$ cat src/rtl/mul_sequencer.sv
// mul_sequencer -- unsigned 8x8 shift-add multiplier that borrows a shared ALU.
//
// A START in IDLE or FIN latches DATA1 (multiplicand) and DATA2 (multiplier).
// The block then spends eight RUN cycles owning the shared ALU. Each cycle the
// ALU adds the multiplicand (or 0) to the partial-product high byte, and the
// 16-bit {HI,LO} pair shifts right by one. A one-cycle FIN state then presents
// DONE with the registered product.
//
// Ports
//   CLK, RESET          clock; asynchronous active-high reset
//   START, DATA1, DATA2 multiply request and operands (sampled on accept)
//   ALU_RESULT          sum returned by the shared ALU
//   ALU_OWN             high while this block drives the ALU operand mux
//   ALU_SELECT          3'b001 (ADD) while owning the ALU, else 0
//   ALU_DATA1/2         ALU operands: partial-product high byte / gated MCAND
//   BUSY                CPU stall, high during RUN
//   DONE                one-cycle completion pulse
//   RESULT, RESULT_HI   product low / high byte, held until the next completion
//   ZERO                high when the registered 16-bit product is 0
module mul_sequencer (
    input  logic       CLK,
    input  logic       RESET,
    input  logic       START,
    input  logic [7:0] DATA1,
    input  logic [7:0] DATA2,
    input  logic [7:0] ALU_RESULT,
    output logic       ALU_OWN,
    output logic [2:0] ALU_SELECT,
    output logic [7:0] ALU_DATA1,
    output logic [7:0] ALU_DATA2,
    output logic       BUSY,
    output logic       DONE,
    output logic [7:0] RESULT,
    output logic [7:0] RESULT_HI,
    output logic       ZERO
);

    typedef enum logic [1:0] {
        IDLE = 2'd0,
        RUN  = 2'd1,
        FIN  = 2'd2
    } state_t;

    localparam logic [2:0] SEL_ADD  = 3'b001;
    localparam logic [2:0] SEL_NONE = 3'b000;

    state_t     state;
    logic [2:0] cnt;
    logic [7:0] hi;
    logic [7:0] lo;
    logic [7:0] mcand;

    logic       carry;
    logic [7:0] hi_nxt;
    logic [7:0] lo_nxt;

    // The ALU only returns 8 bits. When an addend is applied, a wrapped sum
    // is detectable because it comes out smaller than the original HI.
    assign carry  = lo[0] & (ALU_RESULT < hi);
    assign hi_nxt = {carry, ALU_RESULT[7:1]};
    assign lo_nxt = {ALU_RESULT[0], lo[7:1]};

    // ALU operands are derived from registered state and the registered
    // ownership flag. They are therefore glitch-free for the whole RUN cycle.
    assign ALU_SELECT = ALU_OWN ? SEL_ADD : SEL_NONE;
    assign ALU_DATA1  = ALU_OWN ? hi : 8'd0;
    assign ALU_DATA2  = (ALU_OWN && lo[0]) ? mcand : 8'd0;

    always_ff @(posedge CLK or posedge RESET) begin
        if (RESET) begin
            state     <= IDLE;
            cnt       <= 3'd0;
            hi        <= 8'd0;
            lo        <= 8'd0;
            mcand     <= 8'd0;
            BUSY      <= 1'b0;
            ALU_OWN   <= 1'b0;
            DONE      <= 1'b0;
            RESULT    <= 8'd0;
            RESULT_HI <= 8'd0;
            ZERO      <= 1'b1;
        end else begin
            case (state)
                IDLE, FIN: begin
                    DONE <= 1'b0;
                    if (START) begin
                        state   <= RUN;
                        mcand   <= DATA1;
                        lo      <= DATA2;
                        hi      <= 8'd0;
                        cnt     <= 3'd0;
                        BUSY    <= 1'b1;
                        ALU_OWN <= 1'b1;
                    end else begin
                        state <= IDLE;
                    end
                end
                RUN: begin
                    // START is deliberately not looked at here.
                    hi  <= hi_nxt;
                    lo  <= lo_nxt;
                    // On the eighth iteration, CNT wraps from 7 back to 0.
                    cnt <= cnt + 3'd1;
                    if (cnt == 3'd7) begin
                        state     <= FIN;
                        BUSY      <= 1'b0;
                        ALU_OWN   <= 1'b0;
                        DONE      <= 1'b1;
                        RESULT    <= lo_nxt;
                        RESULT_HI <= hi_nxt;
                        ZERO      <= ({hi_nxt, lo_nxt} == 16'd0);
                    end
                end
                default: begin
                    state   <= IDLE;
                    BUSY    <= 1'b0;
                    ALU_OWN <= 1'b0;
                    DONE    <= 1'b0;
                end
            endcase
        end
    end

endmodule

$ cat config.mk
export PLATFORM = sky130hd
export DESIGN_NAME = mul_sequencer
export DESIGN_NICKNAME = d
export VERILOG_FILES = /design/src/rtl/mul_sequencer.sv
export SDC_FILE = /design/constraint.sdc
export NUM_CORES = 1
export LEC_CHECK = 0
export CAP_MARGIN = 30
export CORE_ASPECT_RATIO = 1.75
export CORE_MARGIN = 5
export CORE_UTILIZATION = 42
export DETAILED_ROUTE_END_ITERATION = 10
export PLACE_DENSITY_LB_ADDON = 0.1
export SLEW_MARGIN = 40
export SYNTH_ARGS = -nofsm -noshare
export SYNTH_HDL_FRONTEND = slang
export SYNTH_SLANG_ARGS = --single-unit
$ cat constraint.sdc
create_clock -name CLK -period 1.5 [get_ports CLK]
set_input_delay 0.3 -clock CLK [delete_from_list [all_inputs] [get_ports CLK]]
set_output_delay 0.3 -clock CLK [all_outputs]
set_load 0.02 [all_outputs]
Word-level counts from Yosys, hierarchy flattened
Index checks and enable logic that the tools add are counted.
{ "word_totals": {"reg_bits": 48, "in_bits": 27} }
{ "op_classes": {"n_addsub": 1, "order_cmp": 1, "eq_ne": 5, "muxes": 17, "n_bitwise": 1, "n_reduce_logical": 9} }
{ "ops": {"columns": ["op", "n"], "rows": [
  ["$mux 8", 4],
  ["$pmux 8 s2", 2],
  ["$logic_not 16->1", 1],
  ["$lt 8x8->1", 1],
  ["$reduce_and 2->1", 4],
  ["$mux 1", 6],
  ["$pmux 3 s2", 1],
  ["$ne 2x2->1 const B", 2],
  ["$pmux 2 s2", 1],
  ["$add 3x1->3 const B", 1],
  ["$eq 3x3->1 const B", 1],
  ["$mux 3", 1],
  ["$eq 2x1->1 const B", 1],
  ["$eq 2x2->1 const B", 1],
  ["$logic_not 2->1", 1],
  ["$mux 2", 1],
  ["$pmux 1 s2", 1],
  ["$reduce_bool 2->1", 1],
  ["$reduce_or 2->1", 1],
  ["$and 1x1->1", 1],
  ["$logic_and 1x1->1", 1]
]} }

Depth between registers and ports, before layout
Gate-level depths: netlist (run 1).
{ "logic_depth": {"ltp_word": 4, "ltp_mapped": 6, "mapped_depth_nobuf": 6} }

Least setup slack after synthesis (run 1)
OpenSTA, ideal clock, no wires.
{ "synth_path": {"path_type": "register to register", "from": "reg hi[3]", "to": "reg RESULT_HI[7]", "setup_ns": 0.066, "t_arrival_ns": 1.424, "path_slack_ns": 0.010, "stages_incl_launch_ff": 7, "n_path_buf": 0, "synth_period_minus_slack_ns": 1.490, "path_cell_list": "dfrtp_1 inv_1 ha_1 a211oi_1 o21ai_1 a221oi_2 mux2_1"} }
{ "synth_between": {"elab_chain_len": 2} }
{ "synth_rtl": {"columns": ["item", "line_no", "source"], "rows": [
  ["start, declared", "49", "logic [7:0] hi;"],
  ["start signal, assigned", "100", "hi <= hi_nxt;"],
  ["$lt 8x8->1", "59", "assign carry = lo[0] & (ALU_RESULT < hi);"],
  ["$and 1x1->1", "59", null],
  ["end signal, assigned", "110", "RESULT_HI <= hi_nxt;"],
  ["end, declared", "34", "output logic [7:0] RESULT_HI,"]
]} }
No other way between the ends.
A chain may end at the register's enable or synchronous reset.

Worst setup path in the final report (run 1)
Ends and elaborated chain as after synthesis.

==> results.sh, run 1 <==
export IMPL_status="finished, violations left"
export IMPL_violations="negative setup slack"
export IMPL_hpwlAfterDp_um=4070
export IMPL_synth_edff_count=0
export IMPL_seq_area_um2=1180
export IMPL_synth_cells=205
export IMPL_drc=0
export IMPL_num_fill_cells=453
export IMPL_grt_overflow_total=0
export IMPL_cts_sinks=47
export IMPL_yosys_area_share_simple_pct=16.9
export IMPL_rows=34
export IMPL_critPathCaptureType="flop"
export IMPL_yosys_area_top_type="dfrtp_1"
export IMPL_grt_pass1_vias=1946
export IMPL_core_area_um2=5020
export IMPL_slew_viol_final=0
export IMPL_power_leakage_nw=1.63
export IMPL_cts_tree="built"
export IMPL_firstDrtPassIters=4
export IMPL_path_max_fanout=3
export IMPL_grt_max_degree=48
export IMPL_postCtsHoldBufs=0
export IMPL_syn_area_per_cell_um2=10.6
export IMPL_finClkSkew_ps=4.14
export IMPL_finalHoldViolCount=0
export IMPL_syn_area_um2=2180
export IMPL_seq_area_frac_synth_pct=54.0
export IMPL_fmax_mhz=632
export IMPL_grt_pass1_wl_um=9170
export IMPL_cp_startpoint="hi[3]"
export IMPL_r2r_start="hi[3]"
export IMPL_arrival_ps=1830
export IMPL_routed_via_density=5.07
export IMPL_r2r_slack_ps=-80
export IMPL_antenna_found_initial=0
export IMPL_cts_root_buf="clkbuf_8"
export IMPL_worstRegToRegCells=6
export IMPL_ant_nets=0
export IMPL_fin_cells=356
export IMPL_r2r_end="RESULT_HI[7]"
export IMPL_cp_data_required_time_ps=1740
export IMPL_min_path_type="in -> async"
export IMPL_setup_ws_ps=-82.4
export IMPL_synth_area_leaders="dfrtp_1 53%, nand2_1 6.7%, mux2_4 5.5%, ha_1 5.2%, nor2_1 3.8%"
export IMPL_grt_total_usage_pct=17.3
export IMPL_area_delta_synth_final_pct=53.1
export IMPL_power_total_mw=7.24
export IMPL_synth_cell_types=36
export IMPL_synth_seq_cells=47
export IMPL_die_area_um2=6790
export IMPL_fin_crit_ps=1580
export IMPL_synth_top_family_by_area="simple AND/OR/NAND/NOR gates"
export IMPL_synth_common_cells="46 x dfrtp_1, 39 x nand2_1, 22 x nor2_1"
export IMPL_clockBufferDepth=2
export IMPL_maxCapViolCount=0
export IMPL_drive_gt1_share_pct=35.8
export IMPL_cts_buffers=5
export IMPL_yosysMostFrequentCell="dfrtp_1"
export IMPL_async_reset_ff_share_pct=100
export IMPL_synth_compound_gate_area_share_pct=8.96
export IMPL_synth_adder_area_share_pct=5.17
export IMPL_antennaDiodeCount=0
export IMPL_irDropWorstVdd_mv=1.18
export IMPL_clk_transition_reported_paths_ps=80
export IMPL_start_kind="flop"
export IMPL_clock_latency_ps=300
export IMPL_path_class="reg -> reg"
export IMPL_period_share_pct=105
export IMPL_finalNetCount=337
export IMPL_die_h_um=105
export IMPL_die_x_um=64.5
export IMPL_yosysTopAreaCellShare_pct=52.8
export IMPL_cp_endpoint="RESULT_HI[7]"
export IMPL_num_vias=1806
export IMPL_numPortBuffers=63
export IMPL_cts_max_level=2
export IMPL_synthFlopType="dfrtp_1"
export IMPL_multi_input_area_um2=1010
export IMPL_yosys_warnings=0
export IMPL_place_congestion=0.858
export IMPL_initial_utilization_pct=43.4
export IMPL_powerDensity_nw_per_um2=2170
export IMPL_drt_wirelength_per_cell_um=15.9
export IMPL_synthMuxAreaShare_pct=9.64
export IMPL_wl_um=5680
export IMPL_place_inst=343
export IMPL_drtIter0Drc=46
export IMPL_synth_xor_area_share_pct=0
export IMPL_io_pins=66
export IMPL_setup_viol=5
export IMPL_rsz0062_at_grt="true"
## power breakdown
part | switching, mW | leakage (nW) | internal, mW | total, mW
registers | 0.407 | 0.552 | 1.88 | 2.29
logic | 1.90 | 1.01 | 1.96 | 3.86
clock network | 0.428 | 0.0654 | 0.666 | 1.09
total | 2.73 | 1.63 | 4.51 | 7.24
## cells by family after synthesis
logic type               Yosys count
buffers and inverters             22
adder cells (fa/ha/maj)            9
multiplexers                      16
flip-flops                        47
other                              1
AND/OR/NAND/NOR                   82
AO/OA/AOI/OAI                     28
## repair_timing
item,4_1_cts,5_1_grt
pin swaps,8,6
endpoints found under the setup margin,45,36
gates resized for setup,83,68
setup buffers,1,3
hold endpoints to repair,0,0
cloned,0,1
## routing by layer
metal  global-route usage [%]  up-vias  wire length [um]
li1                         -      881                 -
met5                        0        -                 0
met1                     19.6      870              2200
met2                     31.0       47              3110
met3                     3.94        8               273
met4                     6.20        0                93
## placed cells by master (no fill, tap or decap), types with 4 or more instances in the layout
| master | count |
|---|---|
| dfrtp_1 | 44 |
| clkdlybuf4s50_1 | 22 |
| nand2_1 | 39 |
| and3_4 | 8 |
| nor2_1 | 22 |
| buf_4 | 34 |
| ha_4 | 4 |
| o21ai_0 | 8 |
| mux2_2 | 7 |
| inv_1 | 4 |
| o22ai_1 | 5 |
| a22o_1 | 4 |
| mux2_4 | 9 |
| dlygate4sd2_1 | 22 |
| inv_2 | 5 |
| clkbuf_8 | 5 |
| buf_6 | 13 |
## stage by stage
stage	util [%]	worst slack, ps	cell area [um2]	TNS, ps	hold slack, ps
floorplan	-	10.1	2180	0	405
global placement	61.5	-443	3090	-2580	451
detailed placement	61.5	-505	3090	-2750	454
CTS	63.8	-68.0	3200	-635	363
global route	66.5	-202	3340	-887	380
finish	66.5	-82.4	3340	-196	345
## worst min-delay path by stage
stage / start / to / slack [ps] / cells after the start
floorplan: DATA1[0] / mcand[0] / 410 / 2
global placement: mcand[0] / mcand[0] / 450 / 2
detailed placement: mcand[0] / mcand[0] / 450 / 2
CTS: RESET / RESULT_HI[5] / 360 / 3
global route: RESET / RESULT_HI[4] / 380 / 3
finish: RESET / hi[4] / 340 / 3
## state kept, by name (all words and copies together) (netlist names)
signal,flops
RESULT,8
RESULT_HI,8
hi,8
lo,8
mcand,8
cnt,3
BUSY,1
DONE,1
ZERO,1
state,1
## worst max-delay path, stage by stage, from the launching register on
cell,delay (ps)
dfrtp_1,380
inv_2,80
ha_4,210
a211oi_2,170
o21ai_1,100
a221oi_2,380
mux2_4,210
## cell type report
class / count / share of cell area (%)
well taps: 54 / 2.02
clock inverters: 2 / 1.80
flip-flops and latches: 47 / 35.4
repair buffers: 100 / 27.1
clock buffers: 6 / 2.17
inverters: 10 / 1.35
multi-input cells: 137 / 30.2
No activity file was read; power rests on OpenSTA's default activity.
==> run 2, diff against run 1 <==
- CORE_UTILIZATION: 42 -> 47
- clock period: 1.5 -> 1.7 ns (I/O delays scaled with it)
==> run 2 against run 1 <==
Against the previous run: the flow now finishes without violations; die area fell by 9.3%; non-clock buffer count fell by 21; total power down 22%; critical path type is now reg -> out; largest power group unchanged.
==> results.sh, run 2 (synthesis results as in run 1) <==
export IMPL_hpwlAfterDp_um=3920
export IMPL_slew_viol_final=0
export IMPL_irDropWorstVdd_mv=1.24
export IMPL_clkPwrFrac_pct=13.0
export IMPL_period_share_pct=98.7
export IMPL_clk_transition_reported_paths_ps=90
export IMPL_finalHoldViolCount=0
export IMPL_place_congestion=0.900
export IMPL_initial_utilization_pct=49.0
export IMPL_grt_total_usage_pct=18.1
export IMPL_die_x_um=61.5
export IMPL_start_kind="flop"
export IMPL_pwr_share_seq_pct=35.5
export IMPL_power_internal_mw=3.41
export IMPL_finalNetCount=316
export IMPL_drc=0
export IMPL_area_delta_synth_final_pct=38.9
export IMPL_die_area_um2=6150
export IMPL_num_vias=1746
export IMPL_arrival_ps=1340
export IMPL_critPathBufInv=1
export IMPL_drt_wirelength_per_cell_um=15.6
export IMPL_numPortBuffers=63
export IMPL_ant_nets=0
export IMPL_io_pins=66
export IMPL_cts_buffers=5
export IMPL_setup_ws_ps=22.5
export IMPL_maxCapViolCount=0
export IMPL_path_max_fanout=4
export IMPL_routed_via_density=5.26
export IMPL_clockBufferDepth=2
export IMPL_crit_path_cell_trace="clkdlybuf4s50_1"
export IMPL_drive_gt1_share_pct=20.3
export IMPL_path_class="reg -> out"
export IMPL_worstRegToRegCells=5
export IMPL_cp_data_required_time_ps=1360
export IMPL_fmax_mhz=596
export IMPL_r2r_start="cnt[0]"
export IMPL_antenna_found_initial=0
export IMPL_finClkSkew_ps=9.80
export IMPL_cts_sinks=47
export IMPL_cp_slowest_cell="clkdlybuf4s50_1"
export IMPL_cts_root_buf="clkbuf_8"
export IMPL_p_sw_mw=2.24
export IMPL_p_sw_share_pct=39.6
export IMPL_firstDrtPassIters=4
export IMPL_critPathTopFamily="buffers and inverters"
export IMPL_fin_area_um2=3030
export IMPL_grt_pass1_vias=1787
export IMPL_post_place_ws_ps=-324
export IMPL_core_area_um2=4440
export IMPL_r2r_end="RESULT_HI[7]"
export IMPL_setup_viol=0
export IMPL_grt_max_degree=40
export IMPL_rows=32
export IMPL_postCtsHoldBufs=0
export IMPL_wl_um=5180
export IMPL_cts_max_level=2
export IMPL_grt_pass1_wl_um=8480
export IMPL_clock_latency_ps=290
export IMPL_drtIter0Drc=31
export IMPL_r2r_slack_ps=110
export IMPL_place_area_um2=2930
export IMPL_die_h_um=100
export IMPL_power_leakage_nw=1.49
export IMPL_layout_commonest_cell="dfrtp_1"
export IMPL_cts_tree="built"
export IMPL_powerDensity_nw_per_um2=1870
export IMPL_num_fill_cells=368
export IMPL_p_comb_share_pct=51.5
export IMPL_final_cell_mix="45 x dfrtp_1, 41 x clkdlybuf4s50_1, 39 x nand2_1"
export IMPL_fin_crit_ps=1680
export IMPL_antennaDiodeCount=0
export IMPL_grt_overflow_total=0
export IMPL_final_util_pct=68.1
export IMPL_critPathCaptureType="output pin"
export IMPL_status="completed"
export IMPL_max_stage_delay_ps=640
export IMPL_min_path_type="in -> async"
run 2: changes by cell type in the layout (fill, tap and decap cells not counted), moves of 3 or more:
cell / before / now
ha_4: 4 / 1
dlygate4sd2_1: 22 / 11
buf_4: 34 / 15
buf_2: 3 / 0
and3_4: 8 / 0
inv_1: 4 / 7
and3_1: 0 / 8
ha_1: 3 / 8
clkdlybuf4s50_1: 22 / 41
clkbuf_2: 3 / 7
buf_6: 13 / 0
run 2: per-layer routing:
| metal | vias to the layer above | global-route usage, % | routed length (um) |
|---|---|---|---|
| li1 | 840 | - | - |
| met1 | 835 | 22.2 | 2040 |
| met2 | 56 | 30.0 | 2620 |
| met3 | 15 | 3.86 | 335 |
| met4 | 0 | 7.68 | 179 |
| met5 | - | 0 | 0 |
run 2: cell type report:
type / instances / area, um2 / share of cell area [%]
clock buffers: 8 / 100 / 3.31
inverters: 10 / 37.5 / 1.24
multi-input cells: 137 / 927 / 30.6
flip-flops and latches: 47 / 1180 / 38.9
well taps: 51 / 63.8 / 2.11
repair buffers: 79 / 719 / 23.8
run 2: power by group through the flow:
stage	Clock, mW	Combinational, mW	Sequential, mW
3_5_place_dp	0	3.04	2.02
6_report	0.732	2.91	2.01
4_1_cts	0.744	2.89	2.01
2_1_floorplan	0	1.58	2.19
3_3_place_gp	0	2.98	2.01
5_1_grt	0.784	3.19	2.09
run 2: repair_timing:
item                                    in CTS  in global routing
endpoints found under the setup margin      22                 22
setup buffers                                0                  1
resized for setup                           22                 24
pin swaps                                    1                  6
run 2: worst max-delay path by stage:
stage	to	cells past startpoint	start	slack, ps
4_1_cts	hi[7]	6	ALU_RESULT[3]	1
5_1_grt	DONE	1	DONE	-1
6_report	DONE	1	DONE	20
3_5_place_dp	hi[7]	6	ALU_RESULT[3]	-320
2_1_floorplan	RESULT_HI[7]	6	hi[3]	210
3_3_place_gp	RESULT_HI[7]	6	ALU_RESULT[3]	-280
run 2: stage by stage:
step                      setup TNS, ps  total power, mW  hold WS [ps]  cells
final                                 0             5.65           261    332
after CTS                             0             5.64           266    331
after global placement             -791             4.99           450    323
after global routing              -1.14             6.07           285    332
after detailed placement           -927             5.06           455    323
after floorplan                       0             3.77           437    206
==> run 3, diff against run 2 <==
- CORE_MARGIN: 5 -> 2
- GPL_ROUTABILITY_DRIVEN: not set -> 0
==> run 3 against run 2 <==
Against the previous run: die area decreased by 15%; utilization about the same; critical path depth increased by 2; sequential power about the same; clock power decreased by 10%; hold slack improved by 120 ps; critical endpoint is now ALU_DATA2[4].
==> results.sh, run 3 (synthesis results as in run 1) <==
export IMPL_critPathBufInv=2
export IMPL_io_pins=66
export IMPL_r2r_start="hi[1]"
export IMPL_clock_latency_ps=300
export IMPL_numPortBuffers=63
export IMPL_clk_transition_reported_paths_ps=90
export IMPL_fin_area_um2=3030
export IMPL_firstDrtPassIters=3
export IMPL_grt_pass1_vias=1843
export IMPL_period_share_pct=97.0
export IMPL_num_fill_cells=360
export IMPL_grt_pass1_wl_um=8670
export IMPL_final_util_pct=68.1
export IMPL_cp_slowest_cell="dfrtp_1"
export IMPL_fmax_mhz=607
export IMPL_final_cell_mix="45 x dfrtp_1, 41 x clkdlybuf4s50_1, 39 x nand2_1"
export IMPL_ant_nets=0
export IMPL_postCtsHoldBufs=0
export IMPL_start_kind="flop"
export IMPL_hpwlAfterDp_um=3770
export IMPL_drt_wirelength_per_cell_um=15.4
export IMPL_maxCapViolCount=0
export IMPL_wl_um=5100
export IMPL_antenna_found_initial=0
export IMPL_met1_usage_pct=24.6
export IMPL_worstRegToRegCells=6
export IMPL_post_cts_setup_buffers=0
export IMPL_gr_max_usage_layer="met2"
export IMPL_die_h_um=94.1
export IMPL_cts_max_level=2
export IMPL_cp_data_required_time_ps=1360
export IMPL_antennaDiodeCount=0
export IMPL_grt_total_usage_pct=21.4
export IMPL_slew_viol_final=0
export IMPL_core_area_um2=4440
export IMPL_cts_buffers=5
export IMPL_place_area_um2=2960
export IMPL_drtIter0Drc=33
export IMPL_path_class="reg -> out"
export IMPL_r2r_slack_ps=120
export IMPL_fin_crit_ps=1650
export IMPL_finalHoldViolCount=0
export IMPL_die_x_um=55.5
export IMPL_finalNetCount=316
export IMPL_area_delta_synth_final_pct=38.9
export IMPL_rsz0062_at_grt="true"
export IMPL_max_stage_delay_ps=410
export IMPL_die_area_um2=5220
export IMPL_setup_viol=0
export IMPL_critPathTopFamily="buffers and inverters"
export IMPL_critPathCaptureType="output pin"
export IMPL_grt_overflow_total=0
export IMPL_cts_sinks=47
export IMPL_drive_gt1_share_pct=20.6
export IMPL_clockBufferDepth=2
export IMPL_routed_via_density=5.14
export IMPL_status="completed"
export IMPL_grtUsageMet2_pct=38.8
export IMPL_crit_path_cell_trace="buf_4, and3_1, clkdlybuf4s15_1"
export IMPL_min_path_type="in -> async"
export IMPL_path_max_fanout=7
export IMPL_initial_utilization_pct=49.0
export IMPL_num_vias=1708
export IMPL_use_met3_pct=3.99
export IMPL_cts_root_buf="clkbuf_8"
export IMPL_power_leakage_nw=1.50
export IMPL_finClkSkew_ps=3.00
export IMPL_rows=32
export IMPL_grt_max_degree=48
export IMPL_arrival_ps=1310
export IMPL_powerDensity_nw_per_um2=1840
export IMPL_layout_commonest_cell="dfrtp_1"
export IMPL_drc=0
export IMPL_cts_tree="built"
export IMPL_irDropWorstVdd_mv=1.33
export IMPL_r2r_end="RESULT_HI[7]"
## run 3: cell count changes in the layout (fill, tap and decap cells not counted), sizes merged
cell,delta
dlygate4sd2,-1
clkdlybuf4s15,+1
clkbuf,-3
clkinv,+3
## run 3: report_power, final
part           internal [mW]  switching (mW)  total [mW]
registers               1.66           0.350        2.01
clock network          0.282           0.375       0.657
logic                   1.40            1.51        2.90
## run 3: how the worst max path moves through the flow
| stage | start | end | slack [ps] | depth (start not counted) |
|---|---|---|---|---|
| floorplan | hi[3] | RESULT_HI[7] | 210 | 6 |
| global placement | ALU_RESULT[3] | RESULT_HI[7] | -280 | 6 |
| detailed placement | ALU_RESULT[3] | RESULT_HI[7] | -330 | 6 |
| CTS | BUSY | ALU_DATA2[6] | 0.1 | 3 |
| global route | BUSY | ALU_DATA1[6] | -7 | 3 |
| finish | BUSY | ALU_DATA2[4] | 50 | 3 |
## run 3: worst reg2reg max path, delay by kind of cell, from the launching register on
kind                     cells  cell delay, ps
multiplexers                 1             210
adder cells (fa/ha/maj)      1             240
flip-flops                   1             370
buffers and inverters        1             110
AO/OA/AOI/OAI                3             610
## run 3: what timing repair did
| item | in CTS | in global routing |
|---|---|---|
| endpoints found under the setup margin | 21 | 26 |
| pin swaps | 1 | 3 |
| gates resized for setup | 25 | 21 |
## run 3: metal layers
layer / vias up / share of wire (%)
met2: 43 / 54
met1: 823 / 41
met3: 5 / 3.6
met4: 0 / 1.6
met5: - / 0
li1: 837 / -
## run 3: per-stage QoR
step           hold slack, ps  power (mW)  std cells  TNS, ps  worst slack [ps]
2_1_floorplan             437        3.77        206        0               210
3_3_place_gp              452        5.01        324     -800              -284
3_5_place_dp              456        5.07        324     -938              -330
4_1_cts                   395        5.60        332        0             0.133
5_1_grt                   433        5.98        332    -11.0             -6.50
6_report                  382        5.57        332        0              51.7
## run 3: layout make-up
| cell class | count | area, um2 | share of cell area, % |
|---|---|---|---|
| flip-flops and latches | 47 | 1180 | 38.9 |
| multi-input cells | 137 | 918 | 30.3 |
| inverters | 10 | 37.5 | 1.24 |
| repair buffers | 79 | 746 | 24.6 |
| well taps | 51 | 63.8 | 2.11 |
| clock inverters | 3 | 15.0 | 0.496 |
| clock buffers | 5 | 68.8 | 2.27 |
